<file path="src/rtl/fb_sched_pkg.sv">
// Shared types and default constants for the frame-buffer scheduler.
`timescale 1ns/1ps
package fb_sched_pkg;

  typedef enum logic {
    IDLE = 1'b0,
    RUN  = 1'b1
  } state_t;

  localparam int DEF_ADDR_WIDTH = 32;
  localparam int DEF_BUF_NUM    = 3;
  localparam int DEF_IDX_BITS   = 2;
  localparam int DEF_CNT_BITS   = 16;

endpackage

</file>
<file path="src/rtl/fb_next_idx.sv">
// Picks the writer's next buffer: round-robin successor, skipping the buffer the reader holds.
`timescale 1ns/1ps
module fb_next_idx
  import fb_sched_pkg::*;
#(
  parameter int C_BUF_NUM  = DEF_BUF_NUM,
  parameter int C_IDX_BITS = DEF_IDX_BITS
) (
  input  logic [C_IDX_BITS-1:0] w_idx,
  input  logic [C_IDX_BITS-1:0] r_idx,
  output logic [C_IDX_BITS-1:0] next
);

  localparam logic [C_IDX_BITS-1:0] LAST = C_IDX_BITS'(C_BUF_NUM - 1);

  function automatic logic [C_IDX_BITS-1:0] wrap_inc(input logic [C_IDX_BITS-1:0] i);
    return (i == LAST) ? '0 : i + C_IDX_BITS'(1);
  endfunction

  logic [C_IDX_BITS-1:0] step1;

  // With at least three buffers a single extra step always clears the reader.
  always_comb begin
    step1 = wrap_inc(w_idx);
    next  = (step1 == r_idx) ? wrap_inc(step1) : step1;
  end

endmodule

</file>
<file path="src/rtl/fb_buf_sched.sv">
// Triple/quad frame-buffer scheduler: writer never lands on the buffer the reader holds.
// Optional statistics counters are built only when FB_SCHED_STATS_EN is defined.
`timescale 1ns/1ps
module fb_buf_sched
  import fb_sched_pkg::*;
#(
  parameter int C_ADDR_WIDTH = DEF_ADDR_WIDTH,
  parameter int C_BUF_NUM    = DEF_BUF_NUM,
  parameter int C_IDX_BITS   = DEF_IDX_BITS,
  parameter int C_CNT_BITS   = DEF_CNT_BITS
) (
  input  logic                              clk,
  input  logic                              resetn,
  input  logic                              soft_resetn,
  output logic                              resetting,
  input  logic [C_BUF_NUM*C_ADDR_WIDTH-1:0] buf_addr,
  input  logic                              s2mm_sof,
  output logic [C_IDX_BITS-1:0]             s2mm_idx,
  output logic [C_ADDR_WIDTH-1:0]           s2mm_addr,
  input  logic                              mm2s_sof,
  output logic [C_IDX_BITS-1:0]             mm2s_idx,
  output logic [C_ADDR_WIDTH-1:0]           mm2s_addr,
  output logic                              mm2s_valid,
  output logic [C_CNT_BITS-1:0]             wr_frame_cnt,
  output logic [C_CNT_BITS-1:0]             drop_cnt,
  output logic [C_CNT_BITS-1:0]             repeat_cnt
);

  state_t                state;
  logic [C_IDX_BITS-1:0] w_idx;
  logic [C_IDX_BITS-1:0] r_idx;
  logic [C_IDX_BITS-1:0] latest;
  logic [C_IDX_BITS-1:0] eff_r;
  logic [C_IDX_BITS-1:0] next_w;
  logic                  latest_valid;
  logic                  consumed;
  logic                  rd_take;

  function automatic logic [C_ADDR_WIDTH-1:0] sel_addr(input logic [C_IDX_BITS-1:0] idx);
    return buf_addr[int'(idx)*C_ADDR_WIDTH +: C_ADDR_WIDTH];
  endfunction

  // The reader grabs the pre-update latest, so the writer must avoid that one.
  assign rd_take = (state == RUN) & mm2s_sof & latest_valid;
  assign eff_r   = rd_take ? latest : r_idx;

  fb_next_idx #(
    .C_BUF_NUM  (C_BUF_NUM),
    .C_IDX_BITS (C_IDX_BITS)
  ) u_next (
    .w_idx (w_idx),
    .r_idx (eff_r),
    .next  (next_w)
  );

  assign s2mm_idx = w_idx;
  assign mm2s_idx = r_idx;

  always_ff @(posedge clk or negedge resetn) begin
    if (!resetn) begin
      state        <= IDLE;
      resetting    <= 1'b1;
      w_idx        <= '0;
      r_idx        <= '0;
      latest       <= '0;
      latest_valid <= 1'b0;
      consumed     <= 1'b0;
      mm2s_valid   <= 1'b0;
      s2mm_addr    <= '0;
      mm2s_addr    <= '0;
    end else begin
      s2mm_addr <= sel_addr(w_idx);
      mm2s_addr <= sel_addr(r_idx);
      if (!soft_resetn) begin
        state        <= IDLE;
        resetting    <= 1'b1;
        w_idx        <= '0;
        r_idx        <= '0;
        latest       <= '0;
        latest_valid <= 1'b0;
        consumed     <= 1'b0;
        mm2s_valid   <= 1'b0;
      end else begin
        case (state)
          IDLE: begin
            if (s2mm_sof) begin
              state     <= RUN;
              resetting <= 1'b0;
            end
          end
          RUN: begin
            if (rd_take) begin
              r_idx      <= latest;
              mm2s_valid <= 1'b1;
              consumed   <= 1'b1;
            end
            // A fresh frame supersedes whatever the reader just took.
            if (s2mm_sof) begin
              latest       <= w_idx;
              latest_valid <= 1'b1;
              consumed     <= 1'b0;
              w_idx        <= next_w;
            end
          end
          default: state <= IDLE;
        endcase
      end
    end
  end

`ifdef FB_SCHED_STATS_EN
  logic run_live;
  logic wr_ev;
  logic drop_ev;
  logic rep_ev;

  function automatic logic [C_CNT_BITS-1:0] sat_inc(input logic [C_CNT_BITS-1:0] c);
    return (&c) ? c : c + C_CNT_BITS'(1);
  endfunction

  assign run_live = (state == RUN) & soft_resetn;
  assign wr_ev    = run_live & s2mm_sof;
  assign drop_ev  = wr_ev & latest_valid & ~consumed & ~mm2s_sof;
  assign rep_ev   = run_live & mm2s_sof & mm2s_valid & (latest == r_idx);

  always_ff @(posedge clk or negedge resetn) begin
    if (!resetn) begin
      wr_frame_cnt <= '0;
      drop_cnt     <= '0;
      repeat_cnt   <= '0;
    end else begin
      if (wr_ev)   wr_frame_cnt <= sat_inc(wr_frame_cnt);
      if (drop_ev) drop_cnt     <= sat_inc(drop_cnt);
      if (rep_ev)  repeat_cnt   <= sat_inc(repeat_cnt);
    end
  end
`else
  logic unused_stats;
  assign unused_stats = consumed;
  assign wr_frame_cnt = '0;
  assign drop_cnt     = '0;
  assign repeat_cnt   = '0;
`endif

endmodule
</file>
<file path="config.mk">
export PLATFORM = sky130hd
export DESIGN_NAME = fb_buf_sched
export DESIGN_NICKNAME = d
export VERILOG_FILES = /design/src/rtl/fb_sched_pkg.sv /design/src/rtl/fb_next_idx.sv /design/src/rtl/fb_buf_sched.sv
export SDC_FILE = /design/constraint.sdc
export NUM_CORES = 1
export LEC_CHECK = 0
export BUFFER_PORTS_ARGS = -buffer_cell sky130_fd_sc_hd__clkbuf_2
export CORE_MARGIN = 1.5
export CORE_UTILIZATION = 48
export CTS_CLUSTER_DIAMETER = 50
export DETAILED_ROUTE_END_ITERATION = 6
export HOLD_SLACK_MARGIN = 0.1
export MAX_ROUTING_LAYER = met4
export PLACE_DENSITY = 0.87
export SYNTH_ARGS = -nofsm -noshare
export SYNTH_HDL_FRONTEND = slang
export SYNTH_SLANG_ARGS = --single-unit
</file>
<file path="constraint.sdc">
create_clock -name clk -period 2.1 [get_ports clk]
set_clock_uncertainty 0.05 [all_clocks]
set_input_delay 0.21 -clock clk [delete_from_list [all_inputs] [get_ports clk]]
set_output_delay 0.21 -clock clk [all_outputs]
set_load 0.01 [all_outputs]
</file>
==> results.md <==
* Worst Setup Path Type: register to register
* WP depth at 4
* Number of buffers created by CTS at 9
* Largest net degree at the start of global routing at 46
* Mapped Cells at 381
* Clk buf depth at 2
* Site Rows at 32
* Startpoint class of the critical path: register
* Die height at 92.0 um
* RR Endpoint: mm2s_addr[4]
* Pre-antenna DRT Iters at 5
* First-pass GRT wire length at 17500 um
* DR vias at 3558
* Actual slew at the worst max-slew pin at 580 ps
* RSZ-0062 raised after global routing: no
* Die Area at 8460 um^2
* I/O pin count at 219
* Netlist area before placement at 3800 um^2
* Final setup TNS at 0 ps
* Core box area at 7690 um^2
* Hold endpoint: mm2s_addr[26]
* WHS at 109 ps
* P&R area growth vs syn at 36.0%
* Setup crit end kind: register
* Unique masters post-synth at 29
* Initial antenna violation count at 0
* Final Wtd Congestion at 0.852
* Status: finished, final reports clean
* Detail Placement HPWL at 7660 um
* Crit-path cells: buf_6 > mux2i_1 > o21ai_1 > dlygate4sd3_1
* Ys async rst share at 100%
* Ys flop type: dfrtp_1
* Skew-Pair Late Insertion Delay at 340 ps
* YS warnings at 0
* Initial Utilization at 49.4%
* Hold Path Class: input port to register
* Vias per cell at 5.14
* Tot Pwr at 3.31 mW
* Gr usage total at 27.7%
* LEAKAGE at 2.40 nW
* Routed WL at 11400 um
* Worst R2R Path Depth at 4
* Syn_area_per_cell at 9.97 um^2
* Vias in the first global route at 3616
* Filler cells at 573
* Nets@finish at 686
* Hold Startpoint: buf_addr[90]
* CP Buf/Inv Count at 2
* Max Slew Vio Count at 0
* Worst rel slew slack at 61.3%
* Die width at 92.0 um
* Share of layout cells above drive strength 1 at 34.4%
* Residual DRC at 0
* Critical path fanouts, max at 26
* Clock-pin slew on the worst setup and hold paths at 90 ps
* CP Data Arrival Time at 2170 ps
* Hold path cells at 3
* # Max-Cap Violations at 0
* Setup violators final at 0
* RR Startpoint: mm2s_idx[1]
* DRT antenna net count at 0
* WP data required at 2290 ps
* VDD IR max at 0.342 mV
* DRT iter0 DRCs at 190
* Achievable Freq at 0.506 GHz
* Area of placed instances at 4560 um^2
* Fin crit share at 94.2%
* Worst path max stage delay at 570 ps
* Yosys reg bits at 74
* Overflow after GRT at 0
* Root buf cell: clkbuf_8
* Fin crit period at 1980 ps
* Final hold vios at 0
* PwrDens at 640 nW/um^2
* Antenna cell count at 0
* R2R Setup Slk at 120 ps
* Top cell family by delay on the critical path: buffers and inverters
* Number of clock sinks at 74
* H-tree depth at 3
* Wire length per cell at 16.5 um
* EDFF count, synth at 0
* Finished Cell Area at 5170 um^2
* CTS tree: done
* Crit-path slowest cell: dfrtp_2
* Seq/Total Area, Yosys at 48.8%
* I/O Buffers at 170
kinds of logic after synthesis:
family	after synthesis	synth area share [%]
AND/OR/NAND/NOR	85	8.99
buffers and inverters	77	13.5
AO/OA/AOI/OAI	75	10.4
flip-flops	74	48.8
multiplexers	67	17.7
adder cells (fa/ha/maj)	2	0.593
other	1	0.0987
stage by stage:
| stage | utilization, % | setup WS, ps | std cells |
|---|---|---|---|
| 2_1_floorplan | - | 774 | 428 |
| 3_3_place_gp | 59.3 | 595 | 636 |
| 3_5_place_dp | 59.3 | 509 | 636 |
| 4_1_cts | 67.2 | 16.8 | 692 |
| 5_1_grt | 67.2 | 47.4 | 692 |
| 6_report | 67.2 | 122 | 692 |
layout make-up:
type                       instances  area, um^2  area share [%]
tap                              102         128            2.47
inverter                           4        15.0           0.291
timing repair buffer             219        1350            26.1
multi-input combinational        277        1620            31.3
clock inverter                     5        62.6            1.21
sequential                        74        1860            35.9
clock buffer                      11         141            2.74
layout by cell type, fill, tap and decap left out:
cell type,count
dfrtp_1,71
conb_1,48
a31oi_1,1
dfrtp_2,2
o21ai_1,64
mux2i_1,67
dfstp_2,1
inv_2,1
o21bai_1,1
a21oi_1,3
buf_12,2
clkbuf_1,1
o21a_1,2
nand3_1,1
clkbuf_8,10
dlygate4sd3_1,40
nand2_1,70
clkbuf_2,169
and2_2,1
clkinv_4,1
nor2b_2,2
and3_1,3
nor4_1,2
a21boi_0,1
o21ai_0,1
a221o_1,1
nor2_1,6
buf_6,1
maj3_2,2
a211o_1,1
inv_6,1
buf_4,7
clkinvlp_4,2
inv_1,3
bufinv_16,1
flip-flops by register name (all words and copies together), names as in the netlist:
register      flops
resetting         1
s2mm_idx          2
state             1
mm2s_addr        32
mm2s_idx          2
latest_valid      1
mm2s_valid        1
latest            2
s2mm_addr        32
timing repair:
action	4_1_cts	5_1_grt
hold buffers	40	0
resized for setup	0	1
hold endpoints to repair	110	0
setup buffers	0	0
endpoints found under the setup margin	0	1
layer usage:
metal / up-vias / track usage, % / routed length, um
li1: 1599 / - / -
met4: 0 / 12.7 / 363
met5: - / - / 0
met2: 246 / 48.5 / 5960
met1: 1670 / 29.2 / 4040
met3: 43 / 7.38 / 1080
tightest hold or removal path, cell delays in order:
cell and delay, ps:
clkbuf_2 90, mux2i_1 60, o21ai_1 110
power breakdown:
| part | switching (mW) | total [mW] | internal (mW) | leakage (nW) |
|---|---|---|---|---|
| logic | 0.337 | 0.604 | 0.266 | 1.43 |
| registers | 0.0402 | 1.56 | 1.52 | 0.881 |
| clock network | 0.550 | 1.14 | 0.588 | 0.0962 |
| total | 0.928 | 3.31 | 2.38 | 2.40 |
how the worst max path moves through the flow:
stage	slack, ps	to	startpoint
CTS	20	mm2s_addr[4]	mm2s_idx[1]
floorplan	770	s2mm_idx[1]	mm2s_idx[1]
finish	120	mm2s_addr[4]	mm2s_idx[1]
detailed placement	510	mm2s_addr[9]	mm2s_idx[1]
global route	50	mm2s_addr[4]	mm2s_idx[1]
global placement	600	mm2s_addr[3]	mm2s_idx[1]
cells in the mapped netlist, types with 2 or more instances:
master     n  area share [%]
mux2i_1   67              18
nand2_1   70             6.9
inv_1      3            0.30
nor4_1     2            0.33
maj3_2     2            0.59
clkbuf_4   2            0.40
a21oi_1    3            0.40
clkbuf_1   6            0.59
buf_4     51              10
dfrtp_1   73              48
o21ai_1   64             8.4
nor2_1     6            0.59
o21a_1     2            0.40
buf_2     12             1.6
and3_1     3            0.49
nor2b_1    2            0.33
Note: power is estimated with default switching activity, not from simulation.
